File: src/rtl/avg_accum_seq.sv
// rtl/avg_accum_seq.sv - sample accumulator with restoring serial divider producing the run average
module avg_accum_seq #(
    parameter int DATA_W = 8,
    parameter int NUM_W  = 10,
    parameter int ROUND  = 0
) (
    input  logic              clk,
    input  logic              rst_n,
    input  logic              start,
    input  logic [NUM_W-1:0]  data_num,
    input  logic              data_valid,
    input  logic [DATA_W-1:0] data,
    output logic              busy,
    output logic              done,
    output logic [DATA_W-1:0] avg,
    output logic              zero_err
);

    localparam int SUM_W = DATA_W + NUM_W;
    localparam int CNT_W = $clog2(SUM_W + 1);
    localparam logic [NUM_W-1:0] ONE_N     = NUM_W'(1);
    localparam logic [CNT_W-1:0] ONE_S     = CNT_W'(1);
    localparam logic [CNT_W-1:0] LAST_STEP = CNT_W'(SUM_W - 1);

    typedef enum logic [1:0] {
        IDLE   = 2'd0,
        ACCUM  = 2'd1,
        DIVIDE = 2'd2,
        DONE   = 2'd3
    } state_t;

    state_t            state;
    logic [NUM_W-1:0]  n_reg;
    logic [SUM_W-1:0]  sum;
    logic [NUM_W-1:0]  count;
    logic [SUM_W-1:0]  dvd;
    logic [NUM_W-1:0]  rem;
    logic [CNT_W-1:0]  step;
    logic              div_load;

    logic [SUM_W-1:0]  sample_ext;
    logic [SUM_W-1:0]  rnd_term;
    logic [NUM_W-1:0]  count_inc;
    logic [NUM_W:0]    trial;
    logic [NUM_W-1:0]  diff;
    logic              q_bit;
    logic [NUM_W-1:0]  rem_next;
    logic [SUM_W-1:0]  dvd_next;

    // Sample widening, rounding bias and one restoring-division step.
    // dvd shifts its dividend bits out of the top into the partial remainder
    // while quotient bits shift in at the bottom; after SUM_W steps it holds the quotient.
    always_comb begin
        sample_ext = {{NUM_W{1'b0}}, data};
        rnd_term   = '0;
        if (ROUND != 0) begin
            rnd_term = {{DATA_W{1'b0}}, 1'b0, n_reg[NUM_W-1:1]};
        end
        count_inc = count + ONE_N;
        trial     = {rem, dvd[SUM_W-1]};
        q_bit     = (trial >= {1'b0, n_reg});
        // The difference is below n_reg when q_bit is set, so NUM_W bits suffice.
        diff      = trial[NUM_W-1:0] - n_reg;
        rem_next  = q_bit ? diff : trial[NUM_W-1:0];
        dvd_next  = {dvd[SUM_W-2:0], q_bit};
    end

    // Run sequencer: capture, accumulate, divide, report; outputs registered.
    always_ff @(posedge clk or negedge rst_n) begin
        if (!rst_n) begin
            state    <= IDLE;
            n_reg    <= '0;
            sum      <= '0;
            count    <= '0;
            dvd      <= '0;
            rem      <= '0;
            step     <= '0;
            div_load <= 1'b0;
            busy     <= 1'b0;
            done     <= 1'b0;
            zero_err <= 1'b0;
            avg      <= '0;
        end else begin
            case (state)
                IDLE: begin
                    if (start) begin
                        n_reg <= data_num;
                        sum   <= '0;
                        count <= '0;
                        busy  <= 1'b1;
                        if (data_num == '0) begin
                            state    <= DONE;
                            done     <= 1'b1;
                            zero_err <= 1'b1;
                            avg      <= '0;
                        end else begin
                            state <= ACCUM;
                        end
                    end
                end
                ACCUM: begin
                    if (data_valid) begin
                        sum   <= sum + sample_ext;
                        count <= count_inc;
                        if (count_inc == n_reg) begin
                            state    <= DIVIDE;
                            div_load <= 1'b1;
                        end
                    end
                end
                DIVIDE: begin
                    // First DIVIDE cycle loads the dividend; SUM_W quotient steps follow.
                    if (div_load) begin
                        dvd      <= sum + rnd_term;
                        rem      <= '0;
                        step     <= '0;
                        div_load <= 1'b0;
                    end else begin
                        dvd  <= dvd_next;
                        rem  <= rem_next;
                        step <= step + ONE_S;
                        if (step == LAST_STEP) begin
                            state <= DONE;
                            done  <= 1'b1;
                            avg   <= dvd_next[DATA_W-1:0];
                        end
                    end
                end
                DONE: begin
                    state    <= IDLE;
                    busy     <= 1'b0;
                    done     <= 1'b0;
                    zero_err <= 1'b0;
                end
                default: state <= IDLE;
            endcase
        end
    end

endmodule

File: config.mk
export PLATFORM = sky130hd
export DESIGN_NAME = avg_accum_seq
export DESIGN_NICKNAME = d
export VERILOG_FILES = /design/src/rtl/avg_accum_seq.sv
export SDC_FILE = /design/constraint.sdc
export NUM_CORES = 1
export LEC_CHECK = 0
export CAP_MARGIN = 20
export CORE_MARGIN = 10
export CORE_UTILIZATION = 59
export DETAILED_ROUTE_END_ITERATION = 16
export MAX_ROUTING_LAYER = met4
export PLACE_DENSITY = 0.8
export SLEW_MARGIN = 30
export SYNTH_ARGS = -nofsm -noshare
export SYNTH_HDL_FRONTEND = slang
export SYNTH_SLANG_ARGS = --single-unit
export TNS_END_PERCENT = 50
File: constraint.sdc
create_clock -name clk -period 3.5 [get_ports clk]
set_input_delay 0.875 -clock clk [delete_from_list [all_inputs] [get_ports clk]]
set_output_delay 0.875 -clock clk [all_outputs]
set_load 0.05 [all_outputs]
=== After elaboration in Yosys (flattened, before gate mapping) ===
Cells that the tools add are included.

* Add/subtract/negate cells: 4
* Multipliers: 0
* Divide/modulo/power cells: 0
* Order comparisons: 1
* Equality and inequality tests: 11
* Shift-type cells: 0
* Multiplexer cells: 33
* Bitwise logic cells: 0
* Reduce and logical (&&, ||, !) cells: 15

{| class="wikitable"
|+ Operators with widths
! kind !! number
|-
| 18-bit two-way mux || 3
|-
| 10-bit two-way mux || 4
|-
| 18-bit case mux with 2 select lines || 1
|-
| 8-bit two-way mux || 4
|-
| 10-bit case mux with 2 select lines || 1
|-
| 18-bit by 8-bit adder with 18-bit output || 1
|-
| 8-bit case mux with 2 select lines || 1
|-
| 5-bit AND reduction || 3
|-
| 2-bit two-way mux || 6
|-
| 2-bit inequality test, second input constant || 6
|-
| 11-bit by 10-bit greater-or-equal comparator with 1-bit output || 1
|-
| 10-bit by 1-bit adder with 10-bit output, second input constant || 1
|-
| 10-bit == test || 1
|-
| 10-bit logical NOT || 1
|-
| 10-bit subtractor || 1
|-
| 3-bit AND reduction || 3
|-
| 2-bit case mux with 4 select lines || 1
|-
| 2-bit nonzero test || 4
|-
| 1-bit two-way mux || 7
|-
| 1-bit case mux with 2 select lines || 3
|-
| 5-bit by 1-bit adder with 5-bit output, second input constant || 1
|-
| 5-bit == test, second input constant || 1
|-
| 5-bit two-way mux || 1
|-
| 2-bit == test, second input constant || 2
|-
| 5 further kinds || 6
|}

* Flip-flop bits (word level): 85
* Latch bits: 0
* RAM bits: 0
* Bits in read-only memories: 0
* Bits of input ports: 22
* Output and inout port bits: 11
* Logic and storage cells: 76
* Memories: 0

=== Logic depth before layout (Yosys ltp) ===
Gate-level depths: netlist of the first run.

* Word-level depth: 5
* Mapped depth: 11
* Mapped depth without buffers: 10

=== Worst setup path before layout of the first run ===
OpenSTA, ideal clock, no wires.

* Path kind: input to register
* From: input data[1]
* To: register sum[17]
* Arrival: 2678 ps
* Required time: 3357 ps
* Path slack: 680 ps
* Stages on the path: 8
* Path buffers: 0
* Cells stage by stage: ha_1 > a21o_1 > a21o_1 > a2111oi_0 > o21bai_1 > a21oi_1 > or3b_1 > a21oi_1

* Word-level cells in the longest chain between the ends: 3

{| class="wikitable"
|+ RTL lines
! item !! RTL line !! RTL
|-
| start, declared || 12 || <nowiki>input logic [DATA_W-1:0] data,</nowiki>
|-
| 18-bit by 8-bit adder with 18-bit output || 103 || <nowiki>sum <= sum + sample_ext;</nowiki>
|-
| 18-bit two-way mux || 102 || <nowiki>if (data_valid) begin</nowiki>
|-
| 18-bit case mux with 2 select lines || 84 || <nowiki>case (state)</nowiki>
|-
| end signal, assigned || 103 ||
|-
| end, declared || 34 || <nowiki>logic [SUM_W-1:0] sum;</nowiki>
|}

Every way passes these cells. The select of a mux whose other input is x is not followed.
A chain may end at the register's enable or synchronous reset.

=== Worst setup path in the final report of the first run ===
* From: input data[1]
* To: register sum[13]

Same word-level chain as after synthesis.

==> results.py, run 1 <==
metrics = {
    "clock_network": {
        "clk_latency_ns": 0.36,
        "post-cts-setup-buffer-count": 0,
        "cts_tree": "yes",
        "cts_resized": 0,
        "htreeDepth": 3,
        "cts_made_buffers": 9,
        "clockBufferDepth": 2,
        "clockRootBuffer": "clkbuf_8",
        "clkSlewWorstSetupHoldPaths_ns": 0.10,
        "cts_hold_buf": 0,
        "cts.sinks": 85,
    },
    "synthesis": {
        "synth.avg_cell_area_um2": 9.593,
        "synthesis.area_um2": 5017,
        "synth_edf_count": 0,
        "ys_warn_count": 0,
        "ys_ff_latch": 85,
        "synthCells": 523,
        "synth-async-reset-ratio_pct": 100.0,
        "ys_seq_area_share_pct": 42.39,
        "synth.distinct_cells": 64,
        "mappedNetlistNets": 572,
        "ys.flop_type": "dfrtp_1",
    },
    "critical_path": {
        "crit_arrival_ns": 3.35,
        "reg2reg_from": "state[0]",
        "required_ns": 3.79,
        "worstPathMaxFanout": 6,
        "r2r_end": "sum[17]",
        "rrSetupSlack_ns": 0.68,
        "setup.worst_path.start": "data[1]",
        "cp-end-kind": "flop",
        "startpoint_type": "input pin",
        "crit_type": "in2reg",
        "worst-r2r-cell-count": 9,
    },
    "placement": {
        "gp_congestion": 0.9016,
        "portBuffers": 32,
        "dpl.hpwl_mm": 8.285,
    },
    "layout": {
        "final_cell_mix": "85 x dfrtp_1, 47 x nor2_1, 40 x a21oi_1",
        "drive_above_1_share_pct": 9.660,
        "fillers": 653,
        "multi_input_area_um2": 2646,
        "final_util_pct": 68.12,
        "reg_top3": "dvd (18), sum (18)",
        "diodes": 0,
        "area_delta_synth_final_pct": 12.12,
        "layout_commonest_cell": "dfrtp_1",
        "final_nets": 603,
        "regArea_um2": 2127,
    },
    "sta": {
        "fmaxAchievable_mhz": 326.8,
        "rsz0062_at_grt": "false",
        "slew_viol_final": 0,
        "fin_crit_sh_pct": 87.44,
        "hold_viol_final": 0,
        "tns_ns": 0,
        "setup_viol": 0,
        "relSlewSlack_pct": 47.61,
        "finClkSkew_ns": 0.008253,
        "period_minus_slack_ns": 3.060,
        "worst_pin_slew_ns": 0.7858,
    },
    "drt": {
        "final_antenna_net_count": 0,
        "wirelength_mm": 11.27,
        "drtPass1Iterations": 4,
        "drtIter0Drc": 206,
        "vias": 3963,
        "wl_per_cell_um": 16.97,
        "viasPerCell": 5.968,
        "drc_errors": 0,
    },
    "worst_hold_path": {
        "hold_path_startpoint": "avg[2]",
        "holdPathStages": 1,
        "hold_end": "avg[2]",
        "holdCritPathClass": "reg2reg",
    },
    "floorplan": {
        "rows": 33,
        "start_util_pct": 60.76,
        "die_w_um": 112.2,
        "core_um2": 8258,
        "io_pins": 33,
        "die_area_um2": 12590,
        "die_height_um": 112.2,
    },
    "power": {
        "ir_drop_mv": 0.3879,
        "power_density_nw_per_um2": 863.8,
        "leakage_nw": 2.502,
    },
    "global_routing": {
        "antenna_found_initial": 0,
        "grt_pass1_vias": 4008,
        "track_usage_pct": 18.58,
        "grt_pass1_wl_mm": 19.32,
        "overflow": 0,
        "grt_max_degree": 86,
    },
    "outcome": {
        "status": "finished clean",
    },
    "flow_run": {
        "max-cap-violations": 0,
    },
}
-- routing by layer --
| metal | part of all wire, % | routed length [um] | global-route usage (%) | vias to the layer above |
|---|---|---|---|---|
| met5 | 0 | 0 | - | - |
| met4 | 2.3 | 261 | 6.853 | 0 |
| met3 | 3.7 | 412 | 2.875 | 20 |
| met2 | 49 | 5529 | 29.05 | 76 |
| met1 | 45 | 5067 | 23.87 | 1928 |
| li1 | - | - | - | 1939 |
-- cell families after synthesis --
family | Yosys count | share of synthesized area, %
xor+xnor | 27 | 4.713
flops | 85 | 42.39
simple gates | 152 | 15.04
compound gates | 137 | 18.11
mux | 38 | 7.855
buf+inv | 57 | 4.863
fa+ha+maj | 27 | 7.032
-- metrics by stage --
stage	worst slack, ns	area [um^2]	hold WS (ns)	power, mW	instances
after floorplan	0.6797	5017	0.4561	3.522	523
after global placement	0.1728	5433	0.4779	4.057	648
after detailed placement	0.06964	5436	0.4930	4.172	648
after CTS	0.4641	5625	0.5161	4.869	664
after global routing	0.2059	5625	0.5371	5.251	664
final	0.4396	5625	0.5093	4.859	664
-- final cells by class --
cell class              count  share of cell area, %
repair buffers             43                  7.184
clock buffers               9                  2.202
well taps                 105                  2.335
flip-flops and latches     85                  37.81
inverters                  34                  2.269
clock inverters             7                  1.157
multi-input cells         381                  47.04
-- critical path, stage by stage --
cell and delay (ns):
clkdlybuf4s50_1 0.42, ha_1 0.30, a21o_1 0.18, a21o_1 0.20, a2111oi_0 0.39, buf_4 0.19, o21bai_1 0.10, a21oi_1 0.37
o21ai_0 0.16, a21oi_1 0.16
-- cells in the mapped netlist (all sizes together) (2+ instances only) --
master / instances / area share (%)
dfrtp: 85 / 42
nor2b: 7 / 0.87
o311ai: 3 / 0.52
o21ai: 36 / 3.6
mux2: 11 / 2.5
nor2: 47 / 3.5
a22o: 11 / 1.9
o211ai: 2 / 0.30
o41ai: 2 / 0.72
o221ai: 3 / 0.52
xnor2: 21 / 3.7
buf: 9 / 1.3
o22ai: 3 / 0.37
fa: 2 / 0.80
o31ai: 3 / 0.45
a31oi: 3 / 0.37
a2111oi: 2 / 0.35
a31o: 4 / 0.70
or2: 2 / 0.25
nand3: 15 / 1.6
and3: 5 / 0.62
and4: 2 / 0.35
o2bb2ai: 5 / 0.87
a211oi: 2 / 0.30
nand2: 40 / 3.0
xor2: 6 / 1.0
nand4: 6 / 0.87
inv: 34 / 2.5
and2: 5 / 0.70
nand2b: 4 / 0.50
a21oi: 40 / 4.0
nor4: 4 / 0.50
o21a: 3 / 0.45
mux2i: 27 / 5.4
or4: 4 / 0.67
or4b: 2 / 0.40
nor3: 5 / 0.50
or3: 2 / 0.25
clkbuf: 14 / 1.0
a21o: 5 / 0.75
ha: 25 / 6.2
-- report_power, final --
part	total (mW)	switching (mW)	internal (mW)
clock	0.683	0.406	0.277
combinational	2.52	1.46	1.06
sequential	1.66	0.320	1.34
total	4.86	2.19	2.67
-- worst max path at each step --
| stage | end | slack [ns] | depth (start not counted) |
|---|---|---|---|
| after floorplan | sum[17] | 0.68 | 8 |
| after global routing | sum[13] | 0.21 | 10 |
| after global placement | sum[17] | 0.17 | 10 |
| final | sum[13] | 0.44 | 10 |
| after detailed placement | sum[13] | 0.07 | 10 |
| after CTS | sum[13] | 0.46 | 10 |
Power figures use the tool's default switching activity.
==> run 2, diff against run 1 <==
--- a/config.mk
+++ b/config.mk
@@ -11,6 +11,7 @@
 export DETAILED_ROUTE_END_ITERATION = 16
 export MAX_ROUTING_LAYER = met4
 export PLACE_DENSITY = 0.8
+export REMOVE_ABC_BUFFERS = 1
 export SLEW_MARGIN = 30
 export SYNTH_ARGS = -nofsm -noshare
 export SYNTH_HDL_FRONTEND = slang
==> constraint.sdc (replaced) <==
create_clock -name clk -period 3.2 [get_ports clk]
set_input_delay 0.8 -clock clk [delete_from_list [all_inputs] [get_ports clk]]
set_output_delay 0.8 -clock clk [all_outputs]
set_load 0.05 [all_outputs]
==> run 2 against run 1 <==
  * Clock-buffer cell count grew 2
  * Non-clock buffer count grew 6
  * Global-route usage grew 0.36 points
  * Sequential share of layout area shrank 0.32 points
  * Final cell count grew 0.90%
  * Combinational power grew 10%
  * First-iteration DRC count shrank 13%
  * Critical endpoint is now avg[0]
==> results.py, run 2 (same netlist as run 1, synthesis figures left out) <==
metrics = {
    "outcome": {
        "status": "finished clean",
    },
    "power": {
        "leakage_nw": 2.530,
        "share_comb_of_total_power_pct": 52.3,
        "power_density_nw_per_um2": 937.9,
        "ir_drop_mv": 0.4624,
        "power.switching_mw": 2.359,
        "power_frac_clock_pct": 13.9,
        "power_mw": 5.321,
        "p_int_mw": 2.962,
        "power.share.switching_pct": 44.34,
        "seqPwrFrac_pct": 33.8,
    },
    "floorplan": {
        "io_pins": 33,
        "die_w_um": 112.2,
        "die_height_um": 112.2,
        "core_um2": 8258,
        "die_area_um2": 12590,
        "start_util_pct": 60.76,
        "rows": 33,
    },
    "clock_network": {
        "cts_hold_buf": 0,
        "htreeDepth": 3,
        "cts_resized": 0,
        "clockRootBuffer": "clkbuf_8",
        "cts.sinks": 85,
        "cts_made_buffers": 9,
        "clkSlewWorstSetupHoldPaths_ns": 0.09,
        "post-cts-setup-buffer-count": 0,
        "clk_latency_ns": 0.36,
        "cts_tree": "yes",
        "clockBufferDepth": 2,
    },
    "sta": {
        "slew_viol_final": 0,
        "fmaxAchievable_mhz": 335.8,
        "fin_crit_sh_pct": 93.07,
        "period_minus_slack_ns": 2.978,
        "worst_pin_slew_ns": 0.7062,
        "hold_viol_final": 0,
        "setup_viol": 0,
        "finClkSkew_ns": 0.01169,
        "rsz0062_at_grt": "false",
        "relSlewSlack_pct": 52.92,
    },
    "worst_hold_path": {
        "holdCritPathClass": "in2async",
    },
    "layout": {
        "regArea_um2": 2127,
        "layout_commonest_cell": "dfrtp_1",
        "final_util_pct": 68.70,
        "fillers": 644,
        "layout.cells.non_filler": 670,
        "reg_top3": "dvd (18), sum (18)",
        "final_nets": 609,
        "final_cell_mix": "85 x dfrtp_1, 46 x nor2_1, 40 x a21oi_1",
        "area_delta_synth_final_pct": 13.07,
        "drive_above_1_share_pct": 10.80,
        "diodes": 0,
        "multi_input_area_um2": 2649,
    },
    "global_routing": {
        "grt_max_degree": 57,
        "grt_pass1_wl_mm": 19.81,
        "grt_use_met1_pct": 25.20,
        "met3_usage_pct": 2.662,
        "overflow": 0,
        "antenna_found_initial": 0,
        "track_usage_pct": 18.93,
        "grt_pass1_vias": 4042,
        "grtUsageMet2_pct": 29.63,
        "busiest_layer": "met2",
    },
    "drt": {
        "drtIter0Drc": 179,
        "final_antenna_net_count": 0,
        "wirelength_mm": 11.38,
        "drtPass1Iterations": 5,
        "wl_per_cell_um": 16.98,
        "viasPerCell": 6.001,
        "vias": 4021,
        "drc_errors": 0,
    },
    "critical_path": {
        "worst-r2r-cell-count": 9,
        "crit_arrival_ns": 3.22,
        "path_cells": "clkdlybuf4s50_1 -> or4_1 -> nor4_1 -> buf_4 -> nand2_1 -> a21oi_1 -> o21ai_1 -> a22o_1",
        "timing.critical_path.buf_inv": 2,
        "crit_type": "in2reg",
        "rrSetupSlack_ns": 0.41,
        "r2r_end": "rem[1]",
        "worstPathMaxFanout": 8,
        "path_delay_family": "compound AO/OA/AOI/OAI gates",
        "required_ns": 3.44,
        "reg2reg_from": "n_reg[6]",
        "max_stage_delay_ns": 0.53,
        "startpoint_type": "input pin",
        "crit_slowest_cell": "or4_1",
        "cp-end-kind": "flop",
    },
    "placement": {
        "portBuffers": 32,
        "gp_congestion": 0.8854,
        "placed_cells": 654,
        "dpl.hpwl_mm": 8.324,
    },
    "flow_run": {
        "max-cap-violations": 0,
    },
}
run 2: changes by cell type in the layout (fill, tap and decap cells not counted):
cell and change:
buf_4 +7, buf_6 -1, nor2_1 -1, clkbuf_8 +2
nor2_2 +1, clkinvlp_4 +1, inv_8 -2, inv_6 -1
run 2: worst max path at each step:
stage	from	end	slack, ns	cells past startpoint
floorplan	data[1]	sum[17]	0.45	8
global placement	data_num[5]	avg[5]	-0.02	8
detailed placement	data_num[5]	avg[0]	-0.12	8
CTS	data_num[5]	avg[0]	0.24	8
global route	data_num[5]	avg[0]	0.09	8
finish	data_num[5]	avg[0]	0.22	8
run 2: layout make-up:
type	count	share of cell area [%]
Clock buffer	11	2.669
Tap cell	105	2.316
Clock inverter	5	0.7278
Multi-Input combinational cell	381	46.69
Timing Repair Buffer	49	7.852
Sequential cell	85	37.49
Inverter	34	2.250
run 2: routing by layer:
metal  wire length, um  vias to the layer above
met3               492                       15
met1              5348                     1956
met4               123                        0
met2              5413                      103
li1                  -                     1947
met5                 0                        -
run 2: worst register-to-register path: stages (launching register included):
cell	delay [ns]
dfrtp_1	0.40
inv_1	0.11
ha_1	0.39
a2111oi_0	0.49
a21oi_1	0.14
o211ai_1	0.19
o21ai_0	0.13
a31o_2	0.41
mux2i_1	0.17
a31o_2	0.25
run 2: through the flow:
stage / hold WS [ns] / TNS, ns / setup slack [ns] / area [um^2]
6_report: 0.4704 / 0 / 0.2218 / 5673
5_1_grt: 0.5288 / 0 / 0.08964 / 5673
4_1_cts: 0.5047 / 0 / 0.2352 / 5673
3_5_place_dp: 0.4846 / -1.023 / -0.1210 / 5480
3_3_place_gp: 0.4777 / -0.1278 / -0.01849 / 5478
2_1_floorplan: 0.4561 / 0 / 0.4546 / 4901
run 2: power by group through the flow:
| stage | Clock, mW | Combinational [mW] | Sequential, mW |
|---|---|---|---|
| floorplan | 0 | 1.85 | 1.93 |
| global placement | 0 | 2.65 | 1.80 |
| detailed placement | 0 | 2.76 | 1.81 |
| CTS | 0.753 | 2.77 | 1.79 |
| global route | 0.796 | 3.10 | 1.85 |
| finish | 0.740 | 2.78 | 1.80 |
==> run 3, diff against run 2 <==
--- a/config.mk
+++ b/config.mk
@@ -8,7 +8,9 @@
 export CAP_MARGIN = 20
 export CORE_MARGIN = 10
 export CORE_UTILIZATION = 59
+export CTS_BUF_LIST = sky130_fd_sc_hd__clkbuf_8
 export DETAILED_ROUTE_END_ITERATION = 16
+export GPL_ROUTABILITY_DRIVEN = 0
 export MAX_ROUTING_LAYER = met4
 export PLACE_DENSITY = 0.8
 export REMOVE_ABC_BUFFERS = 1
==> results of run 3 <==
The final DEF is identical to that of run 2; final timing and power are the same.
